**src/rtl/fifo_stream_reader.sv**
```systemverilog
// Read-side master for the synchronous FIFO: drains it through rd/empty/data and
// re-emits the words as a valid/ready stream framed into BURST_LEN-beat packets.
module fifo_stream_reader #(
  parameter int WIDTH     = 8,
  parameter int BURST_LEN = 4
) (
  input  logic             clk,
  input  logic             rst_n,
  input  logic             enable,
  input  logic             fifo_empty,
  input  logic [WIDTH-1:0] fifo_data,
  output logic             fifo_rd,
  output logic             m_valid,
  input  logic             m_ready,
  output logic [WIDTH-1:0] m_data,
  output logic             m_last,
  output logic [15:0]      words_sent,
  output logic             busy
);

  typedef enum logic [1:0] {IDLE = 2'd0, RUN = 2'd1, DRAIN = 2'd2} state_e;

  localparam logic [7:0] LAST_BEAT = 8'(BURST_LEN - 1);

  state_e           state_q, state_d;
  logic [1:0]       occ_q, occ_d;
  logic             inflight_q;
  logic [7:0]       rd_beat_q, rd_beat_d;
  logic [7:0]       tx_beat_q, tx_beat_d;
  logic [15:0]      words_sent_q;
  logic [WIDTH-1:0] mem_q [3];
  logic [WIDTH-1:0] mem_d [3];
  logic             push;
  logic             pop;
  logic             hold_packet;
  logic [1:0]       wr_idx;

  assign push = inflight_q;
  assign pop  = m_valid && m_ready;
  // Packets close only on a read boundary, so a late enable drop still completes one.
  assign hold_packet = !enable && (rd_beat_q == 8'd0);

  always_ff @(posedge clk or negedge rst_n) begin
    if (!rst_n) state_q <= IDLE;
    else        state_q <= state_d;
  end

  always_comb begin
    state_d = state_q;
    unique case (state_q)
      IDLE:    if (enable) state_d = RUN;
      RUN:     if (hold_packet) state_d = DRAIN;
      DRAIN: begin
        if (enable)                            state_d = RUN;
        else if (!inflight_q && occ_q == 2'd0) state_d = IDLE;
      end
      default: state_d = IDLE;
    endcase
  end

  // Reads look only at registered occupancy so m_ready never reaches fifo_rd.
  always_comb begin
    fifo_rd = (state_q == RUN) && !fifo_empty &&
              (({1'b0, occ_q} + {2'b00, inflight_q}) <= 3'd2) && !hold_packet;
    busy    = (state_q != IDLE) || (occ_q != 2'd0);
  end

  always_comb begin
    rd_beat_d = rd_beat_q;
    tx_beat_d = tx_beat_q;
    if (fifo_rd) rd_beat_d = (rd_beat_q == LAST_BEAT) ? 8'd0 : rd_beat_q + 8'd1;
    if (pop)     tx_beat_d = (tx_beat_q == LAST_BEAT) ? 8'd0 : tx_beat_q + 8'd1;
  end

  always_comb begin
    mem_d  = mem_q;
    occ_d  = occ_q;
    wr_idx = pop ? occ_q - 2'd1 : occ_q;
    if (pop) begin
      mem_d[0] = mem_q[1];
      mem_d[1] = mem_q[2];
    end
    if (push && wr_idx != 2'd3) mem_d[wr_idx] = fifo_data;
    if (push && !pop)      occ_d = occ_q + 2'd1;
    else if (!push && pop) occ_d = occ_q - 2'd1;
  end

  always_ff @(posedge clk or negedge rst_n) begin
    if (!rst_n) begin
      occ_q        <= 2'd0;
      inflight_q   <= 1'b0;
      rd_beat_q    <= 8'd0;
      tx_beat_q    <= 8'd0;
      words_sent_q <= 16'd0;
      for (int i = 0; i < 3; i++) mem_q[i] <= '0;
    end else begin
      assert (!(push && !pop && occ_q == 2'd3));
      occ_q      <= occ_d;
      inflight_q <= fifo_rd;
      rd_beat_q  <= rd_beat_d;
      tx_beat_q  <= tx_beat_d;
      mem_q      <= mem_d;
      if (pop) words_sent_q <= words_sent_q + 16'd1;
    end
  end

  assign m_valid    = (occ_q != 2'd0);
  assign m_data     = m_valid ? mem_q[0] : '0;
  assign m_last     = m_valid && (tx_beat_q == LAST_BEAT);
  assign words_sent = words_sent_q;

endmodule

```
**config.mk**
```make
export PLATFORM = sky130hd
export DESIGN_NAME = fifo_stream_reader
export DESIGN_NICKNAME = d
export VERILOG_FILES = /design/src/rtl/fifo_stream_reader.sv
export SDC_FILE = /design/constraint.sdc
export NUM_CORES = 1
export LEC_CHECK = 0
export CORE_AREA = 2 2 92 67
export DETAILED_ROUTE_END_ITERATION = 10
export DIE_AREA = 0 0 94 69
export PLACE_DENSITY = 0.79
export SLEW_MARGIN = 25
export SYNTH_ARGS = -nofsm -noshare
export SYNTH_HDL_FRONTEND = slang
export SYNTH_SLANG_ARGS = --single-unit
export TNS_END_PERCENT = 50
```
**constraint.sdc**
```tcl
create_clock -name clk -period 5.5 [get_ports clk]
set_input_delay 0.55 -clock clk [delete_from_list [all_inputs] [get_ports clk]]
set_output_delay 0.55 -clock clk [all_outputs]
set_load 0.02 [all_outputs]
```
After elaboration in Yosys (flattened, before gate mapping):

Cells that the tools add are included.
W data, S select, Z words.

* bits in latches: 0
* input port bits: 13
* word-level logic and storage cells: 67
* register bits: 61
* RAM bits: 0
* memory bits (read-only): 0
* memories kept: 0
* output and inout bits: 28

* shift-type cells: 0
* reductions and logical operators: 24
* order comparisons: 3
* $mul: 0
* divide/modulo/power cells: 0
* $add $sub $neg: 6
* eq/ne operators: 8
* bitwise logic cells: 1
* mux-type cells: 16

Operators with widths (count)
* $mux W8: 4
* $bwmux W24: 1
* $mux W24: 1
* $add A16 B1 Y16 const B: 1
* $add A8 B1 Y8 const B: 2
* $demux W8 S2: 1
* $eq A8 B2 Y1 const B: 2
* $mux W16: 1
* $mux W2: 7
* $logic_and A1 B1 Y1: 11
* $logic_not A8 Y1: 1
* $ne A2 B2 Y1 const B: 3
* $pmux W2 S3: 1
* $reduce_bool A2 Y1: 3
* $logic_not A1 Y1: 5
* $logic_not A2 Y1: 2
* $add A2 B1 Y3: 1
* $ge A3 B3 Y1 const B: 1
* $le A3 B2 Y1 const B: 1
* $lt A3 B1 Y1 const B: 1
* $ne A3 B3 Y1 const B: 1
* $not A2 Y3: 1
* $reduce_and A3 Y1: 1
* $add A2 B1 Y2 const B: 1
* 4 further kinds: 4

Longest topological paths before layout:

Gate-level depths: netlist of the first run.

* word-level depth: 10
* mapped depth: 9

Least setup slack after synthesis of the first run:

Ideal clock, no wire load.

* path type: reg2out
* start point: reg occ_q[0]
* end point: out fifo_rd
* stages on the path, launching flop included: 7
* data arrival time: 1.812 ns
* setup slack: 3.138 ns
* required time: 4.950 ns
* cell sequence: dfrtp_1 ha_1 inv_1 ha_1 nor3b_1 o21ai_1 nor2_1

* cells in the longest elaborated chain, start to end: 4

RTL lines
* from (decl): line 26 `logic [1:0] occ_q, occ_d;`
* from (signal assigned): line 90 `occ_q <= 2'd0;`
* from (signal assigned): line 98 `occ_q <= occ_d;`
* $add A2 B1 Y3: line 64 `(({1'b0, occ_q} + {2'b00, inflight_q}) <= 3'd2) && !hold_packet;`
* $le A3 B2 Y1: line 64
* $logic_and A1 B1 Y1: line 63 `fifo_rd = (state_q == RUN) && !fifo_empty &&`
* $logic_and A1 B1 Y1: line 64
* to (decl): line 12 `output logic fifo_rd,`

No other way between the ends.

Worst setup path in the final report of the first run:

* start point: reg inflight_q
* end point: out fifo_rd

* cells in the longest elaborated chain, start to end: 4

RTL lines
* from (decl): line 27 `logic inflight_q;`
* from (signal assigned): line 99 `inflight_q <= fifo_rd;`
* $add A2 B1 Y3: line 64
* $le A3 B2 Y1: line 64
* $logic_and A1 B1 Y1: line 63
* $logic_and A1 B1 Y1: line 64

No other way between the ends.

==> impl_metrics.csv, run 1 <==
group,metric,value,unit
timing,fin_crit,3.356,ns
run_status,status,"complete, no violations",
hold_path,min_path_type,"input pin to asynchronous set/reset pin",
clock_network,holdBufCountCts,0,
critical_path,r2r_slack,2.55,ns
final_layout,fillCellCount,463,
drt,wirelength,5.594,mm
drt,viasPerCell,5.302,
power,power,1.895,mW
synth,syn_area_per_cell,11.18,um^2
synth,yosys_warnings,0,
drt,ant_nets,0,
clock_network,clk_pin_slew,0.06,ns
critical_path,critPathArrivalTime,2.81,ns
drt,first_pass_iters,4,
power,powerDensity,511.3,nW/um^2
power,vdd_ir_drop_max,237.0,uV
critical_path,required,4.95,ns
global_routing,grt_pass1_wl,9.894,mm
synth,syn_area,3053,um^2
placed_design,port_buffers,40,
synth,synth_top_area_share,50.00,%
synth,async_flop_share,100.0,%
clock_network,htreeDepth,3,
timing,finClkSkew,0.006678,ns
clock_network,cts_max_path_buffers,2,
final_layout,diodes,0,
timing,tns,0,ns
timing,finalHoldViolCount,0,
placed_design,place_congestion,0.8690,
timing,slew_headroom,38.08,%
final_layout,area_growth,21.39,%
synth,synth_cell_type_count,47,
floorplan,die_h,69,um
floorplan,io_pins,41,
clock_network,cts_sinks,61,
synth,yosysSeqAreaShare,50.00,%
drt,post-route-drc-count,0,
clock_network,root_buffer,"clkbuf_8",
global_routing,grt_max_degree,62,
timing,worst_slack,2.144,ns
drt,vias,2110,
synth,synth_cells,273,
synth,synth_largest_area_cell,"dfrtp_1",
final_layout,fin_area,3706,um^2
power,seqPwrFrac,38.5,%
clock_network,tritoncts,"done",
final_layout,drive_above_1_share,16.72,%
timing,period_share,61.02,%
flow_run,cap_violations,0,
timing,rsz0062_at_grt,"false",
synth,synth-seq-cells,61,
timing,tightest_slew,0.9269,ns
clock_network,clk_latency,0.33,ns
timing,finalMaxSlewViolations,0,
clock_network,cts_resized,0,
placed_design,pre_cts_slack,2.472,ns
critical_path,crit_fanout,9,
synth,synth_area_leaders,"dfrtp_1 50%, mux2_2 12%, nand2_1 5.7%",
critical_path,critPathKind,"register to output pin",
timing,setup_viol,0,
final_layout,utilization,66.04,%
power,intPower,1.224,mW
placed_design,dp_hpwl,3.910,mm
power,clkPwrFrac,20.5,%
drt,wl_per_cell,14.06,um
floorplan,rows,23,
global_routing,grt_use_total,19.70,%
final_layout,layout.nets,342,
synth,synth_edf_count,0,
floorplan,die_w,94,um
critical_path,start_kind,"register",
power,power_switching_share,35.42,%
clock_network,cts_setup_buffers,0,
clock_network,cts_inserted_buffers,9,
power,p_comb_share,41.0,%
drt,drt_iter0_drc,129,
synth,syn-num-nets,296,
global_routing,antenna_found_initial,0,
global_routing,grt_pass1_vias,2071,
power,power_leakage,1.673,nW
timing,timing.fmax,298.0,MHz
floorplan,initial_utilization,54.40,%
global_routing,grt_overflow,0,
critical_path,end_kind,"output pin",
power,p_switching,671.2,uW
floorplan,core_area,5612,um^2
synth,synthFlopType,"dfrtp_1",
placed_design,post_dp_cell_area,3513,um^2
floorplan,die-area,6486,um^2
-- cell type report --
class / instances / area [um^2] / area share [%]
clock buffer: 14 / 162.7 / 4.389
clock inverter: 1 / 30.03 / 0.8103
inverter: 10 / 37.54 / 1.013
multi-input combinational: 196 / 1453 / 39.20
sequential: 61 / 1526 / 41.19
tap: 75 / 93.84 / 2.532
timing repair buffer: 41 / 402.9 / 10.87
-- cell usage in the layout (no fill, tap or decap), types with 2 or more instances in the layout --
| master | Yosys | final |
|---|---|---|
| inv_1 | 10 | 10 |
| nor4_2 | 2 | 2 |
| nand4_1 | 6 | 6 |
| a32o_1 | 2 | 2 |
| and3_1 | 3 | 3 |
| a21oi_1 | 2 | 2 |
| xor2_1 | 7 | 7 |
| a21o_1 | 2 | 2 |
| ha_1 | 10 | 10 |
| nor2b_1 | 10 | 10 |
| nand3_1 | 11 | 11 |
| nand4b_1 | 2 | 2 |
| nor2_1 | 10 | 10 |
| xnor2_1 | 17 | 17 |
| nor3_1 | 6 | 6 |
| clkdlybuf4s50_1 | 0 | 39 |
| clkbuf_8 | 0 | 11 |
| nor4_1 | 2 | 2 |
| clkbuf_1 | 2 | 3 |
| mux2_2 | 32 | 32 |
| nand2_1 | 46 | 46 |
| nor3b_1 | 2 | 2 |
| a211o_1 | 2 | 2 |
| dfrtp_1 | 61 | 61 |
-- worst paths after layout --
path	startpoint	end	depth (start not counted)
max in group asynchronous	rst_n	rd_beat_q[2]	2
max reg2reg	occ_q[0]	tx_beat_q[7]	7
min reg2reg	rd_beat_q[7]	rd_beat_q[7]	1
min	rst_n	tx_beat_q[1]	2
min in group clk	rd_beat_q[7]	rd_beat_q[7]	1
max	inflight_q	fifo_rd	7
-- worst max-delay path, stage by stage, from the launching register on --
cell and delay, ns:
dfrtp_1 0.50, ha_1 0.23, inv_1 0.05, ha_1 0.25, nor3b_1 0.17, o21ai_1 0.22
nor2_1 0.38, clkdlybuf4s50_1 0.67
-- synthesized netlist by cell type (all sizes together), types with 4 or more instances --
cell and n:
xor2 7, xnor2 18, dfrtp 61, inv 10, nor2 10, nor3 6, nand2 46, buf 4
mux2 32, nor4 4, ha 10, nor2b 10, nand3 12, nand4 6
-- power by group through the flow --
stage               Sequential (mW)  Combinational, mW  Clock (mW)
floorplan                     0.729              0.543           0
global placement              0.729              0.761           0
detailed placement            0.737              0.784           0
CTS                           0.729              0.786       0.402
global route                  0.751              0.866       0.429
finish                        0.729              0.777       0.389
-- per-layer routing --
layer  track usage (%)  share of wire, %  vias up
met1             27.72                50     1010
li1                  -                 -     1046
met4             7.407              0.97        0
met5                 0                 0        -
met3             6.885               4.3        7
met2             28.10                45       47
-- through the flow --
step | hold WS, ns | instances
final | 0.3673 | 398
after floorplan | 0.2544 | 273
after global routing | 0.4273 | 398
after CTS | 0.3904 | 398
after global placement | 0.4585 | 383
after detailed placement | 0.4641 | 383
-- cells by family (layout without fill, tap and decap cells) --
kind of cell | after synthesis | count (layout) | share of synthesized area [%]
fa+ha+maj | 10 | 10 | 4.098
compound gates | 17 | 17 | 4.385
simple gates | 111 | 111 | 19.18
xor+xnor | 25 | 25 | 7.787
buf+inv | 16 | 66 | 2.418
mux | 33 | 33 | 12.13
flops | 61 | 61 | 50.00
Power figures use the tool's default switching activity.
==> run 2: changes to the inputs <==
- CORE_AREA: 2 2 92 67 -> 2 2 98 72
- DIE_AREA: 0 0 94 69 -> 0 0 100 74
- PLACE_DENSITY: 0.79 -> 0.73
- clock period: 5.5 -> 2.8 ns (I/O delays scaled with it)
==> run 2 against run 1 <==
  * Clock skew up 0.0031 ns
  * First-iteration DRC count down 50%
  * Clock power up 60%
  * Die area up 14%
  * Power up 93%
  * Register-to-register slack worse by 2.0 ns
  * Sequential cell count unchanged
  * Wire length up 5.7%
  * Final cell count up 2.8%
  * Critical path type unchanged
  * Critical endpoint is now m_last
  * Highest routed layer unchanged
==> impl_metrics.csv, run 2 (synthesis results as in run 1) <==
group,metric,value,unit
run_status,status,"complete, no violations",
clock_network,cts_inserted_buffers,9,
timing,period_share,84.43,%
timing,finalMaxSlewViolations,0,
drt,wirelength,5.911,mm
global_routing,grt_pass1_wl,9.998,mm
placed_design,place_congestion,0.8108,
power,seqPwrFrac,39.6,%
timing,finClkSkew,0.009822,ns
critical_path,crit_path_top_delay_cell,"or4b_1",
timing,tightest_slew,0.7648,ns
timing,setup_viol,0,
final_layout,fillCellCount,573,
timing,whs,0.01783,ns
critical_path,cpLargestDelayFamily,"simple AND/OR/NAND/NOR gates",
drt,viasPerCell,5.159,
drt,first_pass_iters,4,
final_layout,multi_input_area,1468,um^2
critical_path,end_kind,"output pin",
final_layout,layout_commonest_cell,"dfrtp_1",
power,intPower,2.297,mW
clock_network,holdBufCountCts,0,
timing,tns,0,ns
drt,post-route-drc-count,0,
final_layout,drive_above_1_share,19.21,%
final_layout,fin_area,3735,um^2
clock_network,clk_latency,0.33,ns
clock_network,tritoncts,"done",
placed_design,dpl.cell_count,395,
global_routing,grt_overflow,0,
critical_path,crit_fanout,4,
power,power_switching_share,37.17,%
critical_path,critical_path_buf_inv_count,1,
power,powerDensity,978.7,nW/um^2
timing,timing.fmax,423.0,MHz
global_routing,antenna_found_initial,0,
floorplan,core_area,6506,um^2
global_routing,grt_pass1_vias,2037,
power,power,3.655,mW
critical_path,required,2.52,ns
floorplan,io_pins,41,
critical_path,slowest_delay,0.51,ns
critical_path,cp_cell_sequence,"ha_1, or4b_1, nor4_4, nor2b_1, dlymetal6s2s_1",
final_layout,diodes,0,
drt,ant_nets,0,
power,p_comb_share,43.3,%
final_layout,layout.nets,348,
drt,wl_per_cell,14.45,um
final_layout,layout.cells.non_filler,409,
timing,rsz0062_at_grt,"false",
placed_design,dp_hpwl,4.153,mm
floorplan,die-area,7400,um^2
power,p_switching,1.359,mW
floorplan,die_h,74,um
floorplan,die_w,100,um
power,clkPwrFrac,17.1,%
critical_path,critPathKind,"register to output pin",
critical_path,start_kind,"register",
placed_design,post_dp_cell_area,3566,um^2
final_layout,area_growth,22.34,%
clock_network,root_buffer,"clkbuf_8",
clock_network,cts_sinks,61,
clock_network,htreeDepth,3,
power,power_leakage,1.717,nW
placed_design,port_buffers,40,
floorplan,rows,25,
final_layout,final_cell_mix,"59 x dfrtp_1, 46 x nand2_1, 37 x clkdlybuf4s50_1, 32 x mux2_2, 17 x xnor2_1",
drt,vias,2110,
drt,drt_iter0_drc,65,
floorplan,initial_utilization,46.92,%
timing,fin_crit,2.364,ns
hold_path,min_path_type,"input pin to asynchronous set/reset pin",
flow_run,cap_violations,0,
critical_path,critPathArrivalTime,2.08,ns
timing,slew_headroom,49.01,%
final_layout,ff_latch_area,1529,um^2
global_routing,grt_use_total,17.59,%
power,vdd_ir_drop_max,496.1,uV
clock_network,cts_max_path_buffers,2,
timing,finalHoldViolCount,0,
global_routing,grt_max_degree,34,
clock_network,clk_pin_slew,0.07,ns
==> run 2: metrics by stage <==
| step | util [%] | setup WS [ns] |
|---|---|---|
| finish | 57.40 | 0.4361 |
| global placement | 54.81 | 0.3261 |
| CTS | 57.15 | 0.02625 |
| detailed placement | 54.81 | 0.2958 |
| floorplan | - | 0.6742 |
| global route | 57.40 | 0.3079 |
==> run 2: timing repair <==
action	in CTS	in global routing
hold endpoints to repair	0	0
setup buffers	0	0
setup endpoints to repair	1	2
gates resized for setup	1	5
==> run 2: cell type report <==
class	count	share of cell area (%)
Sequential cell	61	40.94
Multi-Input combinational cell	196	39.30
Timing Repair Buffer	47	12.13
Clock buffer	11	3.518
Tap cell	81	2.714
Inverter	10	1.005
Clock inverter	3	0.4020
==> run 2: final timing paths <==
path                            slack, ns                          to           start  cells after the start
max in group asynchronous            2.06  asynchronous set/reset pin           rst_n                      2
worst min-delay path                 0.02                   mem_q[20]           rst_n                      1
worst min register to register       0.47              words_sent[15]  words_sent[15]                      1
worst max register to register       0.54                tx_beat_q[5]        occ_q[0]                      8
worst max-delay path                 0.44                      m_last    tx_beat_q[0]                      5
min in group clk                     0.47              words_sent[15]  words_sent[15]                      1
==> run 2: metal layers <==
layer / up-vias / part of all wire [%] / GRT usage, %
met4: 0 / 1.2 / 5.023
met1: 1022 / 50 / 24.13
met5: - / 0 / 0
met2: 29 / 46 / 27.33
met3: 8 / 3.1 / 5.639
li1: 1051 / - / -
==> run 2: power by group through the flow <==
stage	clock, mW	sequential (mW)	combinational, mW
2_1_floorplan	0	1.43	1.07
3_3_place_gp	0	1.43	1.55
3_5_place_dp	0	1.45	1.59
4_1_cts	0.649	1.44	1.60
5_1_grt	0.689	1.49	1.75
6_report	0.624	1.45	1.58
==> run 3: changes to the inputs <==
- clock period: 2.8 -> 1.99 ns (I/O delays scaled with it)
==> run 3 against run 2 <==
  * The flow now finishes with violations (setup timing)
  * Non-clock buffer count increased by 26
  * Design area is 10% higher
  * Sequential share of layout area fell by 3.9 points
  * Sequential power is 37% higher
  * Combinational power is 80% higher
  * Global-route usage is 0.39 points higher
  * Sequential cell count stayed put
  * Critical path depth unchanged
  * Setup slack got worse by 0.46 ns
  * First-iteration DRC count is 1.5% higher
  * Clock power up 46%
  * Highest routed layer unchanged
==> impl_metrics.csv, run 3 (synthesis results as in run 1) <==
group,metric,value,unit
timing,tightest_slew,0.3996,ns
critical_path,critPathKind,"register to output pin",
global_routing,grt_overflow,0,
timing,slew_headroom,73.35,%
floorplan,die-area,7400,um^2
timing,period_share,101.4,%
final_layout,fin_area,4126,um^2
final_layout,layout_commonest_cell,"dfrtp_1",
drt,vias,2261,
power,power_switching_share,36.65,%
timing,finalMaxSlewViolations,0,
floorplan,die_w,100,um
critical_path,rr_startpoint,"occ_q[0]",
power,p_comb_share,49.5,%
final_layout,diodes,0,
drt,drt_iter0_drc,66,
critical_path,crit_end,"m_last",
floorplan,die_h,74,um
critical_path,rr_endpoint,"mem_q[15]",
clock_network,htreeDepth,3,
clock_network,cts_sinks,61,
drt,post-route-drc-count,0,
global_routing,antenna_found_initial,0,
drt,ant_nets,0,
critical_path,required,1.79,ns
power,power_leakage,1.899,nW
drt,first_pass_iters,4,
power,clkPwrFrac,15.9,%
timing,rsz0062_at_grt,"true",
floorplan,initial_utilization,46.92,%
placed_design,port_buffers,40,
placed_design,post_dp_cell_area,3749,um^2
global_routing,grt_use_total,17.98,%
timing,finalHoldViolCount,0,
power,vdd_ir_drop_max,633.9,uV
global_routing,grt_pass1_vias,2167,
critical_path,r2r_slack,0.07,ns
hold_path,min_path_type,"input pin to asynchronous set/reset pin",
clock_network,clk_latency,0.33,ns
clock_network,cts_max_path_buffers,2,
drt,wl_per_cell,14.26,um
timing,timing.fmax,495.6,MHz
final_layout,drive_above_1_share,29.86,%
timing,finClkSkew,0.006831,ns
power,intPower,3.644,mW
final_layout,layout.nets,374,
floorplan,rows,25,
drt,viasPerCell,5.186,
critical_path,critPathArrivalTime,1.82,ns
clock_network,clk_pin_slew,0.06,ns
floorplan,core_area,6506,um^2
placed_design,dp_hpwl,4.217,mm
placed_design,place_congestion,0.7532,
clock_network,tritoncts,"done",
critical_path,crit_start,"tx_beat_q[1]",
drt,wirelength,6.218,mm
critical_path,end_kind,"output pin",
power,seqPwrFrac,34.6,%
critical_path,crit_fanout,2,
global_routing,grt_pass1_wl,10.15,mm
final_layout,area_growth,35.16,%
critical_path,reg2reg_depth,7,
power,p_switching,2.108,mW
power,power,5.751,mW
power,powerDensity,1394,nW/um^2
final_layout,final_cell_mix,"60 x dfrtp_1, 46 x nand2_1, 30 x buf_4, 28 x clkdlybuf4s50_1, 23 x mux2_2",
clock_network,cts_inserted_buffers,9,
timing,fin_crit,2.018,ns
global_routing,grt_max_degree,62,
critical_path,start_kind,"register",
floorplan,io_pins,41,
run_status,violations,"setup timing",
timing,worst_slack,-0.02786,ns
flow_run,cap_violations,0,
clock_network,root_buffer,"clkbuf_8",
run_status,status,"finished, violations left",
timing,setup_viol,1,
-- run 3: worst min-delay path by stage --
stage           from                         end  slack, ns  cells after the start
5_1_grt        rst_n                tx_beat_q[5]       0.44                      3
3_3_place_gp   rst_n                tx_beat_q[5]       0.24                      2
4_1_cts        rst_n                tx_beat_q[4]       0.40                      3
2_1_floorplan  rst_n  asynchronous set/reset pin       -0.1                      0
3_5_place_dp   rst_n                tx_beat_q[4]       0.23                      2
6_report       rst_n                tx_beat_q[5]       0.40                      3
-- run 3: repair_timing --
| item | in CTS | in global routing |
|---|---|---|
| hold endpoints to repair | 61 | 0 |
| setup endpoints to repair | 28 | 36 |
| hold buffers | 1 | 0 |
| pin swaps | 2 | 11 |
| gates resized for setup | 25 | 32 |
| buffers inserted | 0 | 5 |
-- run 3: final cells by class --
type / count / area [um^2]
clock buffer: 13 / 148.9
sequential: 61 / 1528
tap: 81 / 101.3
timing repair buffer: 73 / 661.9
inverter: 10 / 40.04
clock inverter: 2 / 10.01
multi-input combinational: 196 / 1637
fill: 529 / 2380
-- run 3: per-stage QoR --
step	setup WS, ns	hold slack [ns]	TNS [ns]	util (%)	cells
3_3_place_gp	-0.1695	0.2351	-0.5057	57.62	415
2_1_floorplan	0.02444	-0.09659	0	-	273
5_1_grt	-0.09881	0.4354	-0.1446	63.42	436
3_5_place_dp	-0.2009	0.2311	-0.9868	57.62	415
4_1_cts	-0.1720	0.4025	-0.4857	60.38	431
6_report	-0.02786	0.4015	-0.02786	63.42	436
-- run 3: metal layers --
| layer | vias to the layer above | global-route usage, % | wire [um] |
|---|---|---|---|
| met4 | 0 | 7.763 | 104 |
| met3 | 10 | 5.075 | 209 |
| met5 | - | 0 | 0 |
| met2 | 43 | 28.98 | 2942 |
| met1 | 1101 | 23.21 | 2962 |
| li1 | 1107 | - | - |
-- run 3: critical path, cell delays in order (launching register included) --
cell and delay [ns]:
dfrtp_1 0.36, ha_1 0.18, or4b_4 0.48, nor4_4 0.16, nor2b_1 0.16, buf_4 0.15
-- run 3: power groups by stage --
stage               Sequential, mW  Clock [mW]  Combinational, mW
finish                        1.99       0.914               2.85
global route                  2.06        1.00               3.11
CTS                           1.97       0.951               2.52
detailed placement            1.98           0               2.52
global placement              1.96           0               2.46
floorplan                     2.02           0               1.52
==> RTL change (config.mk and constraints of run 2) <==
Make the reset (`rst_n`) synchronous in 2 clocked blocks.
--- a/src/rtl/fifo_stream_reader.sv
+++ b/src/rtl/fifo_stream_reader.sv
@@ -40,7 +40,7 @@
   // Packets close only on a read boundary, so a late enable drop still completes one.
   assign hold_packet = !enable && (rd_beat_q == 8'd0);
 
-  always_ff @(posedge clk or negedge rst_n) begin
+  always_ff @(posedge clk) begin
     if (!rst_n) state_q <= IDLE;
     else        state_q <= state_d;
   end
@@ -85,7 +85,7 @@
     else if (!push && pop) occ_d = occ_q - 2'd1;
   end
 
-  always_ff @(posedge clk or negedge rst_n) begin
+  always_ff @(posedge clk) begin
     if (!rst_n) begin
       occ_q        <= 2'd0;
       inflight_q   <= 1'b0;
Function: differs if rst_n is asserted again (counterexample within 4 cycles, from zero or initial values and one cycle with rst_n low); with rst_n held inactive, the same outputs for 10 cycles.
==> RTL change against run 2 <==
Maximum frequency down 5.1%. Design area up 1.6%. Wire length up 27%. Largest cell class is now multi-input gates. Synthesized area up 1.3%. Die area unchanged. Worst setup slack worse by 0.13 ns. Clock skew down 0.0037 ns. Sequential cell count unchanged. Synthesized cell count up 30%.
Power is not compared: it rests on default switching activity, and its combinational part moved more than twofold at a synthesized area within 25%.
==> RTL change: results (changes against run 2) <==
* Initial DRC count at 225 (+250%)
* Worst endpoint data arrival time at 2.21 ns (+0.13 ns)
* Hold Path Class: reg -> reg
* Async SR Flop Fraction at 0% (-100 points)
* Worst path slowest cell: clkdlybuf4s50_1
* Worst slew pin tran at 0.571 ns (-0.193 ns)
* HPWL after DPL at 4930 um (+19%)
* NumNets Final at 420 (+21%)
* Dominant cells by area after synthesis: dfxtp_1 (39%), ha_1 (4.0%), xor2_1 (4.0%), nand4_1 (3.6%), mux2i_1 (3.6%)
* Largest net degree at the start of global routing at 40 (+18%)
* Number of CTS-inserted buffers at 9 (unchanged)
* Vias/cell at 5.84 (+13%)
* Root Driver: clkbuf_8
* Crit-path leading delay family: buffers and inverters
* Sequential area share after synthesis at 39.5% (-11 points)
* Global-route wire length before repair at 12700 um (+27%)
* Critical Path Max Stage Delay at 0.64 ns (+0.13 ns)
* Peak supply drop at 0.000297 V
* Synth cell count leaders: dfxtp_1 (61), nor2_1 (23), nand2_1 (22)
* Placement Cell Area at 0.00362 mm2 (+1.4%)
* Netlist cell types at 49 (+4.3%)
* CP max FO at 13 (+9)
* Tot GR Track Use at 21.8% (+4.2 points)
* Final Hold Fails at 0 (unchanged)
* Final Skew at 0.00616 ns (-0.00366 ns)
* Total Wirelength at 7500 um (+27%)
* Share of post-route cells with drive strength above 1 at 9.95% (-9.3 points)
* Net count after synthesis at 377 (+27%)
* Diodes inserted at 0 (unchanged)
* Status: finished clean
* Post-place setup slack at 0.441 ns (+0.146 ns)
* Number of global-route vias before repair at 2643 (+30%)
* Placer Congestion at 0.845 (+4.2%)
## RTL change: cell types whose count changed after synthesis, sizes merged, moves of 16 or more
cell    change
mux2       -25
dfxtp      +61
dfrtp      -61
nand2      -24
a21oi      +17
clkbuf     +16
## RTL change: power groups by stage
stage,Sequential (mW),Clock (mW),Combinational [mW]
floorplan,0.952,0,0.472
global placement,0.955,0,0.699
detailed placement,0.956,0,0.714
CTS,0.937,0.716,0.715
global route,0.942,0.754,0.788
finish,0.938,0.697,0.728
## RTL change: layout make-up
class	count	area, um2
multi-input combinational	259	1750
fill	586	2710
clock buffer	15	166
tap	81	101
sequential	61	1220
timing repair buffer	53	500
clock inverter	1	5.00
inverter	13	48.8
## RTL change: logic make-up after synthesis
kind of cell	synth area share, %
adders and majority gates	4.05
xor gates and xnor gates	5.67
buffers and inverters	4.25
DFF	39.5
muxes	6.11
AOI/OAI and AO/OA	16.4
and+or+nand+nor	24.0
## RTL change: path summary, 6_finish.rpt
path,from,to,slack (ns),depth (start not counted)
setup / recovery,occ_q[0]$_SDFFE_PN0P_,m_data[7],0.31,4
hold / removal,register,register,0.47,2
setup reg to reg,occ_q[0]$_SDFFE_PN0P_,words_sent[15]$_SDFFE_PN0P_,0.44,7
hold reg to reg,register,register,0.47,2
## RTL change: through the flow
step / hold WS (ns) / power, mW / std cells
finish: 0.471 / 2.36 / 483
floorplan: 0.356 / 1.42 / 354
CTS: 0.471 / 2.37 / 483
global route: 0.495 / 2.48 / 483
detailed placement: 0.463 / 1.67 / 467
global placement: 0.458 / 1.65 / 467
## RTL change: routing by layer
metal  up-vias  GRT usage [%]  share of wire [%]
met5         -              0                  0
met4         0           7.00                1.4
met3        12           6.67                6.6
met2       106           34.2                 44
met1      1304           29.2                 48
li1       1397              -                  -
## RTL change: worst register-to-register path, delay by kind of cell, from the launching register on
kind	cells	cell delay [ns]
flip-flops	1	0.43
adder cells (fa/ha/maj)	1	0.42
buffers and inverters	2	0.31
multiplexers	1	0.21
AND/OR/NAND/NOR	3	0.93
## RTL change: repair_timing
action                     in CTS  in global routing
gates resized for setup         0                  2
setup buffers                   0                  0
setup endpoints to repair       0                  1
hold endpoints to repair        0                  0
